==> config.mk <==
export PLATFORM = sky130hd
export DESIGN_NAME = imul_iterative
export DESIGN_NICKNAME = d
export VERILOG_FILES = /design/src/rtl/imul_iterative.sv
export SDC_FILE = /design/constraint.sdc
export NUM_CORES = 1
export LEC_CHECK = 0
export ABC_AREA = 1
export CAP_MARGIN = 20
export CORE_MARGIN = 2
export CORE_UTILIZATION = 50
export DETAILED_ROUTE_END_ITERATION = 6
export GPL_ROUTABILITY_DRIVEN = 0
export GPL_TIMING_DRIVEN = 1
export PLACE_DENSITY = 0.75
export SLEW_MARGIN = 30
export SYNTH_ARGS = -nofsm -noshare
export SYNTH_HDL_FRONTEND = slang
export SYNTH_SLANG_ARGS = --single-unit
==> constraint.sdc <==
create_clock -name clk -period 3.82 [get_ports clk]
set_clock_uncertainty 0.05 [all_clocks]
set_input_delay 0.955 -clock clk [delete_from_list [all_inputs] [get_ports clk]]
set_output_delay 0.955 -clock clk [all_outputs]
set_load 0.005 [all_outputs]
==> src/rtl/imul_iterative.sv <==
// imul_iterative: multi-cycle shift-add integer multiplier (low nbits of product).
// Operands arrive on a val/rdy input stream and the result leaves on a
// val/rdy output stream.
// Only one transaction is in flight at a time.
// Optional feature macro: IMUL_EARLY_EXIT_EN.
// When it is defined, CALC ends as soon as the remaining multiplier bits are all zero.
//
// Handshake: a transfer happens on a rising edge where val && rdy are both 1.
// A producer holds val and data stable until that edge.
// The rdy outputs never depend on the val inputs.
module imul_iterative #(
    parameter int nbits = 32
) (
    input  logic             clk,
    input  logic             rst,
    input  logic             istream_val,
    output logic             istream_rdy,
    input  logic [nbits-1:0] in0,
    input  logic [nbits-1:0] in1,
    output logic             ostream_val,
    input  logic             ostream_rdy,
    output logic [nbits-1:0] out
);

    localparam int CW = (nbits > 2) ? $clog2(nbits) : 1;
    localparam logic [CW-1:0] LAST_CNT = CW'(nbits - 1);

    typedef enum logic [1:0] {
        IDLE = 2'd0,
        CALC = 2'd1,
        DONE = 2'd2
    } state_e;

    state_e           state_q, state_d;
    logic [nbits-1:0] a_q, a_d;
    logic [nbits-1:0] b_q, b_d;
    logic [nbits-1:0] acc_q, acc_d;
    logic [CW-1:0]    cnt_q, cnt_d;
    logic             last_iter;

    // Next-state and datapath: accept in IDLE, one partial product per CALC cycle, hold in DONE
    always_comb begin
        state_d   = state_q;
        a_d       = a_q;
        b_d       = b_q;
        acc_d     = acc_q;
        cnt_d     = cnt_q;
        last_iter = 1'b0;
        case (state_q)
            IDLE: begin
                if (istream_val && istream_rdy) begin
                    a_d     = in0;
                    b_d     = in1;
                    acc_d   = '0;
                    cnt_d   = '0;
                    state_d = CALC;
                end
            end
            CALC: begin
                if (b_q[0]) begin
                    acc_d = acc_q + a_q;
                end
                a_d       = a_q << 1;
                b_d       = b_q >> 1;
                cnt_d     = cnt_q + 1'b1;
                last_iter = (cnt_q == LAST_CNT);
`ifdef IMUL_EARLY_EXIT_EN
                // No multiplier bits left: the remaining iterations would add nothing
                if (b_d == '0) begin
                    last_iter = 1'b1;
                end
`else
`endif
                if (last_iter) begin
                    state_d = DONE;
                end
            end
            DONE: begin
                if (ostream_rdy) begin
                    state_d = IDLE;
                end
            end
            default: begin
                state_d = IDLE;
            end
        endcase
    end

    // State registers; reset aborts any transaction in flight and clears the result
    always_ff @(posedge clk) begin
        if (rst) begin
            state_q <= IDLE;
            a_q     <= '0;
            b_q     <= '0;
            acc_q   <= '0;
            cnt_q   <= '0;
        end else begin
            state_q <= state_d;
            a_q     <= a_d;
            b_q     <= b_d;
            acc_q   <= acc_d;
            cnt_q   <= cnt_d;
        end
    end

    // Outputs come from state and accumulator flops only.
    // rst masks rdy so that no accept can happen during reset.
    assign istream_rdy = (state_q == IDLE) && !rst;
    assign ostream_val = (state_q == DONE);
    assign out         = acc_q;

endmodule

# After elaboration in Yosys (flattened, before gate mapping)
# Cells that the tools add are included.
# Widths: inputs -> output; s select.
classes:
  muxes: 13
  n_addsub: 2
  n_eq_ne: 7
  reduce_logical: 8
op_table:
  columns: ["operator", "count"]
  rows:
  - ["$pmux 32 s2", 3]
  - ["$mux 32", 4]
  - ["$add 32x32->32", 1]
  - ["$pmux 5 s2", 1]
  - ["$mux 2", 3]
  - ["$ne 2x2->1 const B", 3]
  - ["$pmux 2 s3", 1]
  - ["$reduce_and 3->1", 2]
  - ["$add 5x1->5 const B", 1]
  - ["$eq 5x5->1 const B", 1]
  - ["$mux 5", 1]
  - ["$eq 2x1->1 const B", 1]
  - ["$eq 2x2->1 const B", 1]
  - ["$logic_and 1x1->1", 2]
  - ["$logic_not 2->1", 1]
  - ["$ne 2x1->1 const B", 1]
  - ["$reduce_and 2->1", 1]
  - ["$reduce_bool 2->1", 1]
  - ["$logic_not 1->1", 1]
totals:
  ff_bits: 103
  out_inout_bits: 34
  wordCells: 35

# Longest topological paths before layout
depth:
  word_depth: 5
  mapped_depth: 13

# Worst setup path before layout
# Ideal clock, no wire load.
synth_timing:
  path_type: "input-to-output"
  start: "in rst"
  end: "out istream_rdy"
  cell_stages: 2
  arrival_ns: 1.276
  slack_ns: 1.539
  path_cell_list: "buf_2 > nor3_4"
synth_between:
  elab_chain_cells: 2
synth_lines:
  columns: ["element", "line_no", "rtl"]
  rows:
  - ["from (decl)", "15", "input logic rst,"]
  - ["$logic_not 1->1", "108", "assign istream_rdy = (state_q == IDLE) && !rst;"]
  - ["$logic_and 1x1->1", "108", null]
  - ["to (decl)", "17", "output logic istream_rdy,"]
# No other way between the ends.

# Worst setup path in the final report
# Same ends and word-level chain as after synthesis.

==> Flow_metrics.wiki <==
{| class="wikitable"
! Metric !! Value
|-
| Outcome || complete, no violations
|-
| Delay of the slowest cell on the worst path || 0.54 ns
|-
| Area of the die || 14,010 sq um
|-
| Hold/Removal Path Class || reg -> reg
|-
| Cell family with most CP delay || buffers and inverters
|-
| Number of setup buffers added after CTS || 0
|-
| Static power due to leakage || 3.701 nW
|-
| Power per cell area || 365.9 nW/um^2
|-
| Cell types occupying the most area after synthesis || sky130_fd_sc_hd__dfxtp_1 (32%), sky130_fd_sc_hd__nand2_1 (23%), sky130_fd_sc_hd__inv_1 (7.3%)
|-
| Setup TNS || 0 ns
|-
| Syn Std Cell Area || 6539 sq um
|-
| Syn-to-layout area delta || 21.09%
|-
| Maximum frequency from static timing analysis || 319.4 MHz
|-
| Share of synthesized area occupied by flip-flops and latches || 31.53%
|-
| Cell at the slowest stage of the critical path || sky130_fd_sc_hd__clkdlybuf4s50_1
|-
| Tot GR Track Use || 24.50%
|-
| Primary flip-flop cell chosen by synthesis mapping || sky130_fd_sc_hd__dfxtp_1
|-
| Mean routed wirelength per cell || 12.93 um
|-
| Number of maximum-capacitance constraint violations || 0
|-
| Data arrival, critical path || 2.13 ns
|-
| Number of H-tree branching levels || 3
|-
| Die width || 118.4 um
|-
| Routed Wire Length || 16.76 mm
|-
| CP startpoint kind || input port
|-
| Net count after synthesis || 1,146
|-
| Total number of nets in the final design || 1,221
|-
| Gate count after technology mapping || 1,044
|-
| Maximum number of pins on one net before global-route repair || 67
|-
| Critical path data required time || 2.81 ns
|-
| Xor and xnor area share after synthesis || 0.4018%
|-
| Unique cell type count in the Yosys netlist || 38
|-
| CTS tree || done
|-
| Combinational family with the most area after synthesis || simple AND/OR/NAND/NOR gates
|-
| Number of failing setup endpoints in the final timing report || 0
|-
| Via count of the first global-routing pass || 6,016
|-
| Vertical die dimension || 118.4 um
|-
| Clock-pin transition on the worst setup and hold timing paths || 0.07 ns
|-
| # DRC || 0
|-
| Number of standard-cell rows in the floorplan || 41
|-
| Number of antenna violations at the first check in global routing || 0
|-
| Mean post-synth cell area || 6.263 sq um
|-
| Basic-gate share of the synthesized area counting and, or, nand and nor cells || 32.72%
|-
| Critical path class || in -> out
|-
| Cell-by-cell listing of the critical path || clkdlybuf4s50_1 -> nor3_4 -> clkdlybuf4s50_1
|-
| Final hold violations || 0
|-
| Headroom to the max-slew limit || 44.26%
|-
| Cells resized by post-CTS repair || 0
|-
| Non-Filler Cell Area, Final || 7918 sq um
|-
| Number of buffers added by the clock tree synthesis step || 9
|-
| Wire length of the first global-routing pass || 28.49 mm
|-
| Max VDD drop || 0.0002069 V
|-
| Vias || 6,682
|-
| Area fraction of the dominant cell type after synthesis || 31.53%
|-
| Placement Cell Area || 7590 sq um
|-
| Final HPWL from detailed placement || 12.30 mm
|-
| Starting density of the core || 51.60%
|-
| Initial DRC count || 556
|-
| Drt first pass iters || 5
|-
| Yosys warning total || 0
|-
| Period Utilization, post-route || 81.96%
|-
| Cell type contributing the most total cell area after synthesis || sky130_fd_sc_hd__dfxtp_1
|-
| Multiplexer share of the synthesized area || 0%
|-
| Critical path buffers and inverters || 2
|-
| Shortest period the worst path allows || 3.131 ns
|-
| Number of antenna cells inserted || 0
|-
| Number of port buffers || 101
|-
| Count of antenna-violating nets left after detailed routing || 0
|-
| Compound-gate portion of the synthesized area || 17.41%
|-
| Number of buffers inserted for hold repair after clock tree synthesis || 0
|-
| Final-report max-slew violation count || 0
|-
| Per-cell via count in the routed design || 5.156
|-
| Clock sink count || 103
|-
| Async S/R FF share, synth || 0%
|-
| Cell repeated most along the worst path || sky130_fd_sc_hd__clkdlybuf4s50_1
|-
| Top fanout value on the critical path || 2
|-
| Root cell of the clock tree || sky130_fd_sc_hd__clkbuf_16
|-
| Count of flip-flops with a built-in enable after synthesis || 0
|-
| Core footprint || 12,670 sq um
|-
| Adder-Cell Fraction of Synth Area || 6.621%
|-
| Worst Max-Slew Pin Slew || 0.8310 ns
|-
| Total congestion overflow after global routing || 0
|-
| Flip-flop and latch count after synthesis || 103
|-
| RSZ-0062 raised after global routing || no
|-
| Clock latency on the worst-skew pair || 0.36 ns
|-
| Deepest clock path buffer count || 2
|-
| Crit. End Element || output pin
|-
| Share of layout cells above drive strength 1 || 4.270%
|-
| Number of placed I/O pins || 102
|}
[cell type report]
type,instances,area [sq um]
Clock buffer,9,225.2
Clock inverter,7,102.6
Fill cell,1238,4753
Inverter,131,494.2
Multi-Input combinational cell,766,3742
Sequential cell,103,2062
Tap cell,172,215.2
Timing Repair Buffer,108,1076
[worst register-to-register path, cell delays in order, from the launching register on]
cell and delay [ns]:
sky130_fd_sc_hd__dfxtp_1 0.43, sky130_fd_sc_hd__inv_2 0.07, sky130_fd_sc_hd__nor2_4 0.38, sky130_fd_sc_hd__buf_4 0.37
sky130_fd_sc_hd__nand2_1 0.22, sky130_fd_sc_hd__clkinv_1 0.51, sky130_fd_sc_hd__o21ai_0 0.20, sky130_fd_sc_hd__a21o_1 0.19
sky130_fd_sc_hd__a21oi_1 0.11
[stage by stage]
stage	setup WS (ns)	power, mW	hold slack (ns)	instances	util (%)
2_1_floorplan	1.539	1.687	0.3731	1044	-
3_3_place_gp	0.6915	1.869	0.3850	1280	59.90
3_5_place_dp	0.6886	1.879	0.3862	1280	59.90
4_1_cts	0.6798	2.902	0.3979	1296	62.49
5_1_grt	0.6451	3.043	0.4399	1296	62.49
6_report	0.6891	2.897	0.3984	1296	62.49
[registers in the layout (all words and copies together), names as in the netlist]
signal   cells
b_q         32
cnt_q        5
out         32
a_q         32
state_q      2
[placed cells by master (no fill, tap or decap), types with 3 or more instances in the layout]
| cell type | count |
|---|---|
| sky130_fd_sc_hd__nor2_1 | 44 |
| sky130_fd_sc_hd__o21ai_1 | 27 |
| sky130_fd_sc_hd__or2_2 | 10 |
| sky130_fd_sc_hd__buf_4 | 6 |
| sky130_fd_sc_hd__o21ai_0 | 48 |
| sky130_fd_sc_hd__nand2_2 | 3 |
| sky130_fd_sc_hd__nand3_1 | 53 |
| sky130_fd_sc_hd__nand4_1 | 3 |
| sky130_fd_sc_hd__dfxtp_1 | 103 |
| sky130_fd_sc_hd__ha_1 | 33 |
| sky130_fd_sc_hd__nand3b_1 | 4 |
| sky130_fd_sc_hd__clkdlybuf4s50_1 | 101 |
| sky130_fd_sc_hd__nand2_1 | 393 |
| sky130_fd_sc_hd__a31oi_1 | 62 |
| sky130_fd_sc_hd__nand2_4 | 3 |
| sky130_fd_sc_hd__inv_1 | 127 |
| sky130_fd_sc_hd__a21oi_1 | 59 |
| sky130_fd_sc_hd__a21o_1 | 3 |
| sky130_fd_sc_hd__clkbuf_16 | 9 |
| sky130_fd_sc_hd__o21bai_1 | 3 |
| sky130_fd_sc_hd__nor3_1 | 5 |
[cell usage after synthesis, types with 4 or more instances]
cell,number
sky130_fd_sc_hd__ha_1,33
sky130_fd_sc_hd__inv_1,127
sky130_fd_sc_hd__o21ai_0,48
sky130_fd_sc_hd__buf_2,16
sky130_fd_sc_hd__nor3_1,5
sky130_fd_sc_hd__nand3_1,53
sky130_fd_sc_hd__clkbuf_1,14
sky130_fd_sc_hd__buf_4,9
sky130_fd_sc_hd__a31oi_1,62
sky130_fd_sc_hd__nand3b_1,4
sky130_fd_sc_hd__nor2_1,44
sky130_fd_sc_hd__nand2_1,393
sky130_fd_sc_hd__o21ai_1,27
sky130_fd_sc_hd__or2_2,10
sky130_fd_sc_hd__dfxtp_1,103
sky130_fd_sc_hd__a21oi_1,59
[logic make-up after synthesis]
family,count (synthesis)
adder cells (fa/ha/maj),34
buffers and inverters,175
AO/OA/AOI/OAI,206
flip-flops,103
AND/OR/NAND/NOR,523
XOR/XNOR,3
[report_power, final]
part	switching [mW]	internal (mW)
registers	0.0804	1.18
clock network	0.451	0.584
logic	0.351	0.254
total	0.883	2.01
[path summary, 6_finish.rpt]
kind | startpoint | to | slack [ns] | depth (start not counted)
max | rst | istream_rdy | 0.69 | 3
min | b_q[31]$_SDFFE_PP0P_ | b_q[31]$_SDFFE_PP0P_ | 0.40 | 2
max reg2reg | state_q[0]$_SDFFE_PP0P_ | out[12]$_SDFFE_PP0P_ | 1.24 | 8
min reg2reg | b_q[31]$_SDFFE_PP0P_ | b_q[31]$_SDFFE_PP0P_ | 0.40 | 2
[layer usage]
metal / part of all wire [%] / vias up / GRT usage [%]
met4: 1.7 / 0 / 8.584
met5: 0 / - / 0
li1: - / 3521 / -
met1: 48 / 2965 / 33.59
met2: 45 / 178 / 39.52
met3: 5.1 / 18 / 3.137
Power figures use the tool's default switching activity.
